### config.mk
export PLATFORM = sky130hd
export DESIGN_NAME = inst_fetch_arbiter_flat
export DESIGN_NICKNAME = d
export VERILOG_FILES = /design/src/rtl/inst_fetch_arbiter_if.sv /design/src/rtl/inst_fetch_arbiter.sv /design/src/flat_wrapper.sv
export SDC_FILE = /design/constraint.sdc
export NUM_CORES = 1
export LEC_CHECK = 0
export BUFFER_PORTS_ARGS = -buffer_cell sky130_fd_sc_hd__buf_4
export CAP_MARGIN = 20
export CORE_ASPECT_RATIO = 0.75
export CORE_UTILIZATION = 48
export DETAILED_ROUTE_END_ITERATION = 8
export PLACE_DENSITY = 0.85
export REMOVE_ABC_BUFFERS = 1
export SLEW_MARGIN = 20
export SYNTH_ARGS = -nofsm -noshare
export SYNTH_HDL_FRONTEND = slang
export SYNTH_SLANG_ARGS = --single-unit
### constraint.sdc
create_clock -name clk -period 3.4 [get_ports clk]
set_input_delay 0.34 -clock clk [delete_from_list [all_inputs] [get_ports clk]]
set_output_delay 0.34 -clock clk [all_outputs]
set_load 0.03 [all_outputs]
### src/rtl/inst_fetch_arbiter_if.sv
// Bundle between the two fetch ways, the instruction memory port and the
// inst_fetch_arbiter. The arbiter uses the slave modport; the fetch/memory side uses master.
`timescale 1ns/1ps
interface inst_fetch_arbiter_if;
  logic        way0_request_i;
  logic [31:0] way0_addr_i;
  logic        way1_request_i;
  logic [31:0] way1_addr_i;
  logic        jumpFlag_i;
  logic        mem_ready_i;
  logic        mem_dataOk_i;
  logic [31:0] mem_data_i;
  logic        mem_request_o;
  logic [31:0] mem_addr_o;
  logic        way0_dataOk_o;
  logic        way1_dataOk_o;
  logic [31:0] way0_inst_o;
  logic [31:0] way1_inst_o;
  logic        busy_o;
  logic        timeout_o;

  modport slave (
    input  way0_request_i, way0_addr_i, way1_request_i, way1_addr_i,
    input  jumpFlag_i, mem_ready_i, mem_dataOk_i, mem_data_i,
    output mem_request_o, mem_addr_o, way0_dataOk_o, way1_dataOk_o,
    output way0_inst_o, way1_inst_o, busy_o, timeout_o
  );

  modport master (
    output way0_request_i, way0_addr_i, way1_request_i, way1_addr_i,
    output jumpFlag_i, mem_ready_i, mem_dataOk_i, mem_data_i,
    input  mem_request_o, mem_addr_o, way0_dataOk_o, way1_dataOk_o,
    input  way0_inst_o, way1_inst_o, busy_o, timeout_o
  );
endinterface

### src/rtl/inst_fetch_arbiter.sv
// Two-way instruction fetch arbiter: grants one way at a time onto a single
// memory port, with round-robin ties, redirect kill and a wait-cycle timeout.
`timescale 1ns/1ps
module inst_fetch_arbiter #(
  parameter int TimeoutCycles = 255
) (
  input  logic               clk,
  input  logic               reset_n,
  inst_fetch_arbiter_if.slave bus
);

  typedef enum logic [1:0] {
    IDLE = 2'd0,
    REQ  = 2'd1,
    WAIT = 2'd2,
    DROP = 2'd3
  } state_t;

  localparam logic [15:0] TIMEOUT_LIM = 16'(TimeoutCycles);

  state_t      state;
  state_t      state_nxt;
  logic        last_grant;
  logic        grant_way;
  logic        grant_fire;
  logic        timeout_hit;
  logic        clr_cnt;
  logic        inc_cnt;
  logic [15:0] wait_cnt;
  logic [15:0] cnt_inc;
  logic        mem_request_q;
  logic [31:0] mem_addr_q;
  logic        timeout_q;
  logic        deliver;
  logic        way0_ok;
  logic        way1_ok;
  logic        busy;
  logic        any_req;

  assign any_req = bus.way0_request_i | bus.way1_request_i;
  // A lone requester wins outright; on a tie the way not granted last time wins.
  assign grant_way = (bus.way0_request_i & bus.way1_request_i) ? ~last_grant
                                                               : bus.way1_request_i;
  assign cnt_inc = wait_cnt + 16'd1;

  always_ff @(posedge clk or negedge reset_n) begin
    if (!reset_n) begin
      state <= IDLE;
    end else begin
      state <= state_nxt;
    end
  end

  always_comb begin
    state_nxt   = state;
    grant_fire  = 1'b0;
    timeout_hit = 1'b0;
    clr_cnt     = 1'b0;
    inc_cnt     = 1'b0;
    case (state)
      IDLE: begin
        if (any_req && !bus.jumpFlag_i) begin
          state_nxt  = REQ;
          grant_fire = 1'b1;
        end
      end
      REQ: begin
        // A redirect withdraws the request even if memory accepted it this cycle.
        if (bus.jumpFlag_i) begin
          state_nxt = IDLE;
        end else if (bus.mem_ready_i) begin
          state_nxt = WAIT;
          clr_cnt   = 1'b1;
        end
      end
      WAIT: begin
        if (bus.mem_dataOk_i) begin
          state_nxt = IDLE;
        end else if (bus.jumpFlag_i) begin
          state_nxt = DROP;
          clr_cnt   = 1'b1;
        end else if (cnt_inc == TIMEOUT_LIM) begin
          state_nxt   = IDLE;
          timeout_hit = 1'b1;
        end else begin
          inc_cnt = 1'b1;
        end
      end
      DROP: begin
        if (bus.mem_dataOk_i) begin
          state_nxt = IDLE;
        end else if (cnt_inc == TIMEOUT_LIM) begin
          state_nxt   = IDLE;
          timeout_hit = 1'b1;
        end else begin
          inc_cnt = 1'b1;
        end
      end
      default: state_nxt = IDLE;
    endcase
  end

  always_comb begin
    busy    = (state != IDLE);
    deliver = (state == WAIT) && bus.mem_dataOk_i && !bus.jumpFlag_i;
    way0_ok = deliver && !last_grant;
    way1_ok = deliver && last_grant;
  end

  // last_grant doubles as the owner of the outstanding transaction.
  always_ff @(posedge clk or negedge reset_n) begin
    if (!reset_n) begin
      mem_request_q <= 1'b0;
      mem_addr_q    <= 32'h0;
      last_grant    <= 1'b1;
      wait_cnt      <= 16'h0;
      timeout_q     <= 1'b0;
    end else begin
      mem_request_q <= (state_nxt == REQ);
      timeout_q     <= timeout_hit;
      if (grant_fire) begin
        mem_addr_q <= grant_way ? bus.way1_addr_i : bus.way0_addr_i;
        last_grant <= grant_way;
      end
      if (clr_cnt) begin
        wait_cnt <= 16'h0;
      end else if (inc_cnt) begin
        wait_cnt <= cnt_inc;
      end
    end
  end

  assign bus.mem_request_o = mem_request_q;
  assign bus.mem_addr_o    = mem_addr_q;
  assign bus.way0_dataOk_o = way0_ok;
  assign bus.way1_dataOk_o = way1_ok;
  assign bus.way0_inst_o   = bus.mem_data_i;
  assign bus.way1_inst_o   = bus.mem_data_i;
  assign bus.busy_o        = busy;
  assign bus.timeout_o     = timeout_q;

endmodule

### src/flat_wrapper.sv
// flat-port wrapper written by rule: the top's interface ports become plain ports
module inst_fetch_arbiter_flat 
#(
  parameter int TimeoutCycles = 255
)
  (clk, reset_n, bus_way0_request_i, bus_way0_addr_i, bus_way1_request_i, bus_way1_addr_i, bus_jumpFlag_i, bus_mem_ready_i, bus_mem_dataOk_i, bus_mem_data_i, bus_mem_request_o, bus_mem_addr_o, bus_way0_dataOk_o, bus_way1_dataOk_o, bus_way0_inst_o, bus_way1_inst_o, bus_busy_o, bus_timeout_o);
  inst_fetch_arbiter_if bus_i ();
  input  logic clk;
  input  logic reset_n;
  input wire logic [$bits(bus_i.way0_request_i)-1:0] bus_way0_request_i;
  input wire logic [$bits(bus_i.way0_addr_i)-1:0] bus_way0_addr_i;
  input wire logic [$bits(bus_i.way1_request_i)-1:0] bus_way1_request_i;
  input wire logic [$bits(bus_i.way1_addr_i)-1:0] bus_way1_addr_i;
  input wire logic [$bits(bus_i.jumpFlag_i)-1:0] bus_jumpFlag_i;
  input wire logic [$bits(bus_i.mem_ready_i)-1:0] bus_mem_ready_i;
  input wire logic [$bits(bus_i.mem_dataOk_i)-1:0] bus_mem_dataOk_i;
  input wire logic [$bits(bus_i.mem_data_i)-1:0] bus_mem_data_i;
  output wire logic [$bits(bus_i.mem_request_o)-1:0] bus_mem_request_o;
  output wire logic [$bits(bus_i.mem_addr_o)-1:0] bus_mem_addr_o;
  output wire logic [$bits(bus_i.way0_dataOk_o)-1:0] bus_way0_dataOk_o;
  output wire logic [$bits(bus_i.way1_dataOk_o)-1:0] bus_way1_dataOk_o;
  output wire logic [$bits(bus_i.way0_inst_o)-1:0] bus_way0_inst_o;
  output wire logic [$bits(bus_i.way1_inst_o)-1:0] bus_way1_inst_o;
  output wire logic [$bits(bus_i.busy_o)-1:0] bus_busy_o;
  output wire logic [$bits(bus_i.timeout_o)-1:0] bus_timeout_o;
  assign bus_i.way0_request_i = bus_way0_request_i;
  assign bus_i.way0_addr_i = bus_way0_addr_i;
  assign bus_i.way1_request_i = bus_way1_request_i;
  assign bus_i.way1_addr_i = bus_way1_addr_i;
  assign bus_i.jumpFlag_i = bus_jumpFlag_i;
  assign bus_i.mem_ready_i = bus_mem_ready_i;
  assign bus_i.mem_dataOk_i = bus_mem_dataOk_i;
  assign bus_i.mem_data_i = bus_mem_data_i;
  assign bus_mem_request_o = bus_i.mem_request_o;
  assign bus_mem_addr_o = bus_i.mem_addr_o;
  assign bus_way0_dataOk_o = bus_i.way0_dataOk_o;
  assign bus_way1_dataOk_o = bus_i.way1_dataOk_o;
  assign bus_way0_inst_o = bus_i.way0_inst_o;
  assign bus_way1_inst_o = bus_i.way1_inst_o;
  assign bus_busy_o = bus_i.busy_o;
  assign bus_timeout_o = bus_i.timeout_o;
  inst_fetch_arbiter #(.TimeoutCycles(TimeoutCycles)) u_core (.clk(clk), .reset_n(reset_n), .bus(bus_i));
endmodule
==> results.sh <==
export IMPL_run_status="complete, no violations"
export IMPL_highest_layer="met5"
export IMPL_ys_ff_latch=53
export IMPL_route_met3_wl_um=1133
export IMPL_ir_worst_vdd_mv=0.2931
export IMPL_wirelength_met1_um=4163
export IMPL_clock_skew_ns=0.007240
export IMPL_layout_commonest_cell="buf_4"
export IMPL_slew_headroom_pct=36.13
export IMPL_grt_pass1_vias=2523
export IMPL_ctsLongestPathBuffers=2
export IMPL_slowest_stage="a211oi_4"
export IMPL_clk_latency_ns=0.30
export IMPL_rr_worst_depth=7
export IMPL_antenna_cells=0
export IMPL_synth_area_per_cell_um2=9.285
export IMPL_tns_ns=0
export IMPL_hold_worst_slack_ns=0.06639
export IMPL_grt_overflow_total=0
export IMPL_routed_wl_um=9460
export IMPL_wl_per_cell_um=19.31
export IMPL_netlist_area_um2=3417
export IMPL_placed_cells=481
export IMPL_ios=204
export IMPL_cts_root_buf="clkbuf_8"
export IMPL_rows=26
export IMPL_cap_violations=0
export IMPL_fmax_ghz=0.3904
export IMPL_cts_resized=0
export IMPL_power_total_mw=2.752
export IMPL_cts_buffers=5
export IMPL_final_nets=515
export IMPL_h_tree_depth=2
export IMPL_synth_distinct_cells=44
export IMPL_cts_sinks=53
export IMPL_max_stage_delay_ns=0.48
export IMPL_fin_ws_ns=0.8386
export IMPL_worstPathRequired_ns=3.59
export IMPL_crit_chain="ha_1, nand3_2, nor4_2, nand3_1, a211oi_4, a21o_1, mux2_1"
export IMPL_first_iter_violations=94
export IMPL_area_delta_synth_final_pct=15.38
export IMPL_path_class="flip-flop to flip-flop"
export IMPL_synth_ff_type="dfrtp_1"
export IMPL_stdcell_area_um2=3943
export IMPL_start_kind="flip-flop"
export IMPL_antenna_found_initial=0
export IMPL_final_cells=490
export IMPL_drc_errors=0
export IMPL_fin_crit_ns=2.561
export IMPL_preCtsSetupSlack_ns=0.8656
export IMPL_arrival_ns=2.75
export IMPL_io_buffers=107
export IMPL_maxSlewViolCount=0
export IMPL_endpoint_kind="flip-flop"
export IMPL_via_per_inst=5.437
export IMPL_critPathMaxFanout=8
export IMPL_wl_met2_um=4069
export IMPL_num_vias=2664
export IMPL_rsz0062_at_grt="false"
export IMPL_die_h_um=75.07
export IMPL_holdBufCountCts=0
export IMPL_grt_pass1_wl_um=13920
export IMPL_yosysWarnings=0
export IMPL_die_area_um2=7464
export IMPL_fp_dieW_um=99.43
export IMPL_core_area_um2=6832
export IMPL_worstMarginPinSlew_ns=0.9581
export IMPL_postPlaceCellArea_um2=3804
export IMPL_hold_viol_final=0
export IMPL_post_cts_buffers=0
export IMPL_grt_usage_pct=25.17
export IMPL_ys_seq_area_share_pct=38.85
export IMPL_grt_max_degree=66
export IMPL_clk_pin_slew_ns=0.10
export IMPL_fin_util_pct=57.71
export IMPL_dp_hpwl_um=7233
export IMPL_drive_gt1_share_pct=32.51
export IMPL_gp_congestion=0.9075
export IMPL_period_share_pct=75.34
export IMPL_antenna_left=0
export IMPL_start_util_pct=50.02
export IMPL_dr_pass1_iters=4
export IMPL_power_density_nw_per_um2=698.1
export IMPL_synth_edf_count=0
export IMPL_cellLeakagePower_nw=1.940
export IMPL_synthArstFlopShare_pct=100.0
export IMPL_min_path_type="primary input to async pin"
export IMPL_postSynthCellCount=368
export IMPL_final_cell_mix="buf_4, dfrtp_1, nand2_1"
export IMPL_cts_tree="built"
export IMPL_final_setup_viol_count=0
## synth_stat cells, types with 3 or more instances
library cell,n,area (µm²)
a21oi_1,5,25.02
and3_1,3,18.77
buf_2,3,15.01
buf_4,64,480.5
clkbuf_1,12,45.04
dfrtp_1,52,1301
ha_1,7,87.58
inv_1,7,26.28
mux2i_1,36,360.4
nand2_1,49,183.9
nand2b_1,5,31.28
nand3_1,5,25.02
nand4_1,5,31.28
nor2_1,18,67.56
nor2b_1,4,25.02
nor3_1,7,35.03
nor4_2,3,37.54
o21ai_0,35,175.2
or3_1,4,25.02
xnor2_1,7,61.31
xor2_1,9,78.83
## per-layer routing
layer / GRT usage, % / vias to the layer above
met5: 8.974 / -
li1: - / 1250
met2: 35.26 / 136
met1: 32.47 / 1266
met3: 14.58 / 10
met4: 6.373 / 2
## critical path, delay by kind of cell, from the launching register on
family / cells / cell delay (ns)
AO/OA/AOI/OAI: 2 / 0.69
multiplexers: 1 / 0.33
flip-flops: 1 / 0.43
adder cells (fa/ha/maj): 1 / 0.26
AND/OR/NAND/NOR: 3 / 0.75
## cell families (layout without fill, tap and decap cells)
| family | count (synthesis) | in the layout | share of synthesized area (%) |
|---|---|---|---|
| flip-flops | 53 | 53 | 38.85 |
| buffers and inverters | 86 | 124 | 16.59 |
| XOR/XNOR | 16 | 16 | 4.101 |
| multiplexers | 38 | 38 | 11.20 |
| AO/OA/AOI/OAI | 55 | 55 | 10.18 |
| adder cells (fa/ha/maj) | 7 | 7 | 2.563 |
| AND/OR/NAND/NOR | 113 | 113 | 16.51 |
## sequential cells by signal, summed over array words and instances, names as in the netlist
register and count:
u_core.bus.mem_addr_o 32, u_core.bus.mem_request_o 1, u_core.bus.timeout_o 1, u_core.state 2
u_core.last_grant 1, u_core.wait_cnt 16
## power breakdown
part / internal, mW / switching (mW) / leakage, nW / total [mW]
clock: 0.221 / 0.207 / 0.0554 / 0.428
combinational: 0.516 / 0.810 / 1.20 / 1.33
sequential: 0.852 / 0.146 / 0.681 / 0.998
## path summary, 6_finish.rpt
path / startpoint / endpoint / slack [ns]
setup / recovery: u_core.wait_cnt[1] / u_core.wait_cnt[0] / 0.84
hold / removal: reset_n / u_core.wait_cnt[2] / 0.07
setup reg to reg: u_core.wait_cnt[1] / u_core.wait_cnt[0] / 0.84
hold reg to reg: u_core.bus.mem_addr_o[10] / u_core.bus.mem_addr_o[10] / 0.49
max in group asynchronous: reset_n / u_core.bus.mem_addr_o[4] / 2.89
min in group clk: bus_way0_addr_i[2] / u_core.bus.mem_addr_o[2] / 0.32
## layout make-up
class                      count  area [µm²]
tap                           84       105.1
timing repair buffer         109       838.3
inverter                       7       26.28
multi-input combinational    229        1534
clock buffer                   6       72.57
clock inverter                 2       38.79
fill                         596        2889
sequential                    53        1328
Note: power is estimated with default switching activity, not from simulation.
